==> config.mk <==
export PLATFORM = sky130hd
export DESIGN_NAME = fifo_param
export DESIGN_NICKNAME = d
export VERILOG_FILES = /design/src/rtl/fifo_param.sv
export SDC_FILE = /design/constraint.sdc
export NUM_CORES = 1
export LEC_CHECK = 0
export CORE_UTILIZATION = 45
export DETAILED_ROUTE_END_ITERATION = 16
export HOLD_SLACK_MARGIN = 0.12
export PLACE_DENSITY_LB_ADDON = 0.05
export SLEW_MARGIN = 10
export SYNTH_ARGS = -nofsm -noshare
export SYNTH_HDL_FRONTEND = slang
export SYNTH_SLANG_ARGS = --single-unit
==> constraint.sdc <==
create_clock -name clk -period 2.97 [get_ports clk]
set_input_delay 0.594 -clock clk [delete_from_list [all_inputs] [get_ports clk]]
set_output_delay 0.594 -clock clk [all_outputs]
set_load 0.03 [all_outputs]
==> src/rtl/fifo_param.sv <==
// Parametrised single-clock FIFO. The count register is authoritative and all status
// flags decode from it. Overflow and underflow are reported as one-cycle registered pulses.
module fifo_param #(
    parameter int DATA_W   = 8,
    parameter int DEPTH    = 16,
    parameter int AF_LEVEL = DEPTH - 2,
    parameter int AE_LEVEL = 2
) (
    input  logic                       clk,
    input  logic                       rst_n,
    input  logic                       flush_n,
    input  logic                       wr_n,
    input  logic                       rd_n,
    input  logic [DATA_W-1:0]          data_in,
    output logic [DATA_W-1:0]          data_out,
    output logic [$clog2(DEPTH):0]     count,
    output logic                       full,
    output logic                       empty,
    output logic                       almost_full,
    output logic                       almost_empty,
    output logic                       over_flow,
    output logic                       under_flow
);

    localparam int PW = $clog2(DEPTH);
    localparam int CW = PW + 1;
    localparam logic [CW-1:0] FULL_CNT = CW'(DEPTH);
    localparam logic [CW-1:0] AF_CNT   = CW'(AF_LEVEL);
    localparam logic [CW-1:0] AE_CNT   = CW'(AE_LEVEL);

    logic [DATA_W-1:0] mem [DEPTH];
    logic [PW-1:0]     wr_ptr;
    logic [PW-1:0]     rd_ptr;
    logic              rd_ok;
    logic              wr_ok;

    // A read frees a slot on the same edge, so a full FIFO still accepts a paired write.
    assign rd_ok = !rd_n && (count != '0);
    assign wr_ok = !wr_n && ((count != FULL_CNT) || rd_ok);

    assign full         = (count == FULL_CNT);
    assign empty        = (count == '0);
    assign almost_full  = (count >= AF_CNT);
    assign almost_empty = (count <= AE_CNT);

    // Storage is never reset; only pointers and count define what is valid.
    always_ff @(posedge clk) begin
        if (flush_n && wr_ok)
            mem[wr_ptr] <= data_in;
    end

    always_ff @(posedge clk or negedge rst_n) begin
        if (!rst_n) begin
            wr_ptr     <= '0;
            rd_ptr     <= '0;
            count      <= '0;
            data_out   <= '0;
            over_flow  <= 1'b0;
            under_flow <= 1'b0;
        end else if (!flush_n) begin
            wr_ptr     <= '0;
            rd_ptr     <= '0;
            count      <= '0;
            over_flow  <= 1'b0;
            under_flow <= 1'b0;
        end else begin
            over_flow  <= !wr_n && !wr_ok;
            under_flow <= !rd_n && !rd_ok;
            if (wr_ok)
                wr_ptr <= wr_ptr + 1'b1;
            if (rd_ok) begin
                rd_ptr   <= rd_ptr + 1'b1;
                data_out <= mem[rd_ptr];
            end
            case ({wr_ok, rd_ok})
                2'b10:   count <= count + 1'b1;
                2'b01:   count <= count - 1'b1;
                default: count <= count;
            endcase
        end
    end

endmodule

==> out/results.ini <==
[floorplan]
start_util = 0.466
io_pins = 32
dieHeight_um = 120
fp.coreArea_um2 = 13300
dieArea_um2 = 14300
dieWidth_um = 120
rows = 42

[cts]
cts_hold_buffers = 0
root_buffer = clkbuf_16
h-tree-depth = 4
clock_latency_ps = 420
clockBufferDepth = 2
cts.sink_count = 151
clkTransAtPathRegs_ps = 60
cts_buffers = 17
cts_tree = yes

[placed_design]
io_buffers = 31
place_hpwl_mm = 7.85
dp_cells = 565
place.gp.congestion = 0.756
place_area_um2 = 6860

[critical_path]
cp.arrival_ps = 2250
cp-startpoint = count[1]
worstReg2RegStart = count[4]
path_max_fanout = 9
path_class = flip-flop to output pin
endpoint_kind = output pin
crit_path_max_incr_delay_ps = 660
cp_data_required_time_ps = 2380
start_kind = flip-flop
crit_chain = nor4_2, and2_1, clkdlybuf4s50_1
slowest_stage = clkdlybuf4s50_1

[pwr]
seqPwrFrac = 0.395
power_uw = 6460
p_int_uw = 4660
clkPwrFrac = 0.356
p_switching_uw = 1800
p_leak_uw = 0.00253
ir_worst_vdd_mv = 0.545
p_sw_frac = 0.279
power_density_nw_per_um2 = 860
combPwrFrac = 0.249

[sta]
slew_headroom = 0.591
hold_viol_final = 0
clock_skew_ps = 10.1
slew_violations = 0
rsz0062_at_grt = false
fin_crit_sh = 0.959
period_minus_slack_ps = 2850
finalSetupViolations = 0
fmax_mhz = 351
tns_ps = 0
tightestPinTransition_ps = 613

[final_layout]
utilization = 0.562
area_growth_pct = 20.6
drive_above_1_share = 0.254
antenna_cells = 0
nets = 430
design_area_um2 = 7500
stdcell_count = 597

[logic_synthesis]
synth_cell_types = 44
yosysMostFrequentCell = edfxtp_1
synth.top_cells.by_count = edfxtp_1 (128), mux4_2 (32), nand2_1 (30)
async_flop_share = 0.152
synth_edf_count = 128
ys_warn_count = 0
synth_top_cell_area_share = 0.618
syn_area_um2 = 6220
avgSynthCellArea_um2 = 17.8
ys_ff_latch = 151
synthesis.nets = 372
ys_seq_area_frac = 0.711
synth_ff_type = edfxtp_1
synth_area_leader_cell = edfxtp_1
syn_inst = 350
yosys-top-cells-area = edfxtp_1 (62%), mux4_2 (12%), dfrtp_1 (9.3%)

[detailed_routing]
drt_iter0_drc = 263
dr.pass1.iters = 4
vias = 3206
vias_per_cell = 5.37
drc = 0
postRouteAntennaNets = 0
wl_per_cell_um = 20.6
wirelength_mm = 12.3

[global_route]
antenna_found_initial = 0
grt_pass1_vias = 3262
track_usage = 0.192
grt_pass1_wl_mm = 19.1
overflow = 0
grt_max_degree = 36

[outcome]
status = finished clean

[worst_hold_path]
min-delay-start = data_out[6]
hp-class = flip-flop to flip-flop

[flow_run]
drv_cap = 0

==> per-stage QoR <==
stage | hold slack, ps | setup WS, ps
after floorplan | 298 | 555
after global placement | 476 | 201
after detailed placement | 480 | 177
after CTS | 493 | 51.9
after global routing | 526 | 0.210
final | 487 | 123
==> metal layers <==
layer  vias up  wire [um]  part of all wire  global-route usage
li1       1476          -                 -                   -
met1      1654       5580              0.45               0.263
met2        62       5900              0.48               0.290
met3        14        612             0.050              0.0566
met4         0        184             0.015              0.0750
met5         -          0                 0                   0
==> power groups by stage <==
stage | logic (uW) | registers (uW) | clock network (uW)
2_1_floorplan | 1000 | 2710 | 0
3_3_place_gp | 1630 | 2590 | 0
3_5_place_dp | 1640 | 2600 | 0
4_1_cts | 1640 | 2550 | 2340
5_1_grt | 1740 | 2570 | 2430
6_report | 1610 | 2550 | 2300
==> timing repair <==
action,in CTS,in global routing
gates resized for setup,0,1
buffers inserted,0,0
setup endpoints to repair,0,1
==> worst paths after layout <==
kind                               end  slack [ps]  cells past startpoint
min in group asynchronous    wr_ptr[0]         520                      2
max reg2reg                   count[4]         590                     10
min                        data_out[6]         490                      2
max                               full         120                      3
max in group asynchronous    rd_ptr[0]        2180                      2
min reg2reg                data_out[6]         490                      2
==> flip-flops by register name, indices dropped and copies added, names as in the netlist <==
register and count:
mem 128, data_out 8, count 5, rd_ptr 4
wr_ptr 4, over_flow 1, under_flow 1
==> placed cells by master, fill, tap and decap left out, types with 2 or more instances in the layout <==
master,instances
a21oi_1,4
nand4_1,2
dfrtp_1,22
nor3b_1,3
xor2_1,3
nor3_1,5
ha_1,8
o21ai_1,17
clkbuf_16,17
o31ai_1,2
and2_1,3
mux4_2,32
clkinvlp_4,5
bufinv_16,4
mux2i_1,9
xnor2_1,4
mux2_2,8
nor2_1,21
inv_1,6
nor2b_1,2
clkdlybuf4s50_1,30
buf_4,25
nand2b_1,4
clkbuf_8,3
edfxtp_1,128
nand2_1,30
==> cells by family (layout without fill, tap and decap cells) <==
family / count (synthesis) / in the layout / synth area share
fa+ha+maj: 9 / 9 / 0.0193
mux: 49 / 49 / 0.145
xor+xnor: 7 / 7 / 0.00986
buf+inv: 24 / 95 / 0.0177
simple gates: 77 / 77 / 0.0612
flops: 151 / 151 / 0.711
compound gates: 33 / 33 / 0.0366
==> worst max-delay path, delay by kind of cell, from the launching register on <==
| kind | cells | cell delay (ps) |
|---|---|---|
| buffers and inverters | 1 | 660 |
| DFF | 1 | 500 |
| and+or+nand+nor | 2 | 660 |
==> final cells by class <==
class                           count  area (um2)
Fill cell                        1074        5850
Sequential cell                   151        4420
Multi-Input combinational cell    175        1690
Timing Repair Buffer               56         500
Clock buffer                       21         470
Tap cell                          176         220
Clock inverter                     11         171
Inverter                            7        28.8
Power figures use the tool's default switching activity.
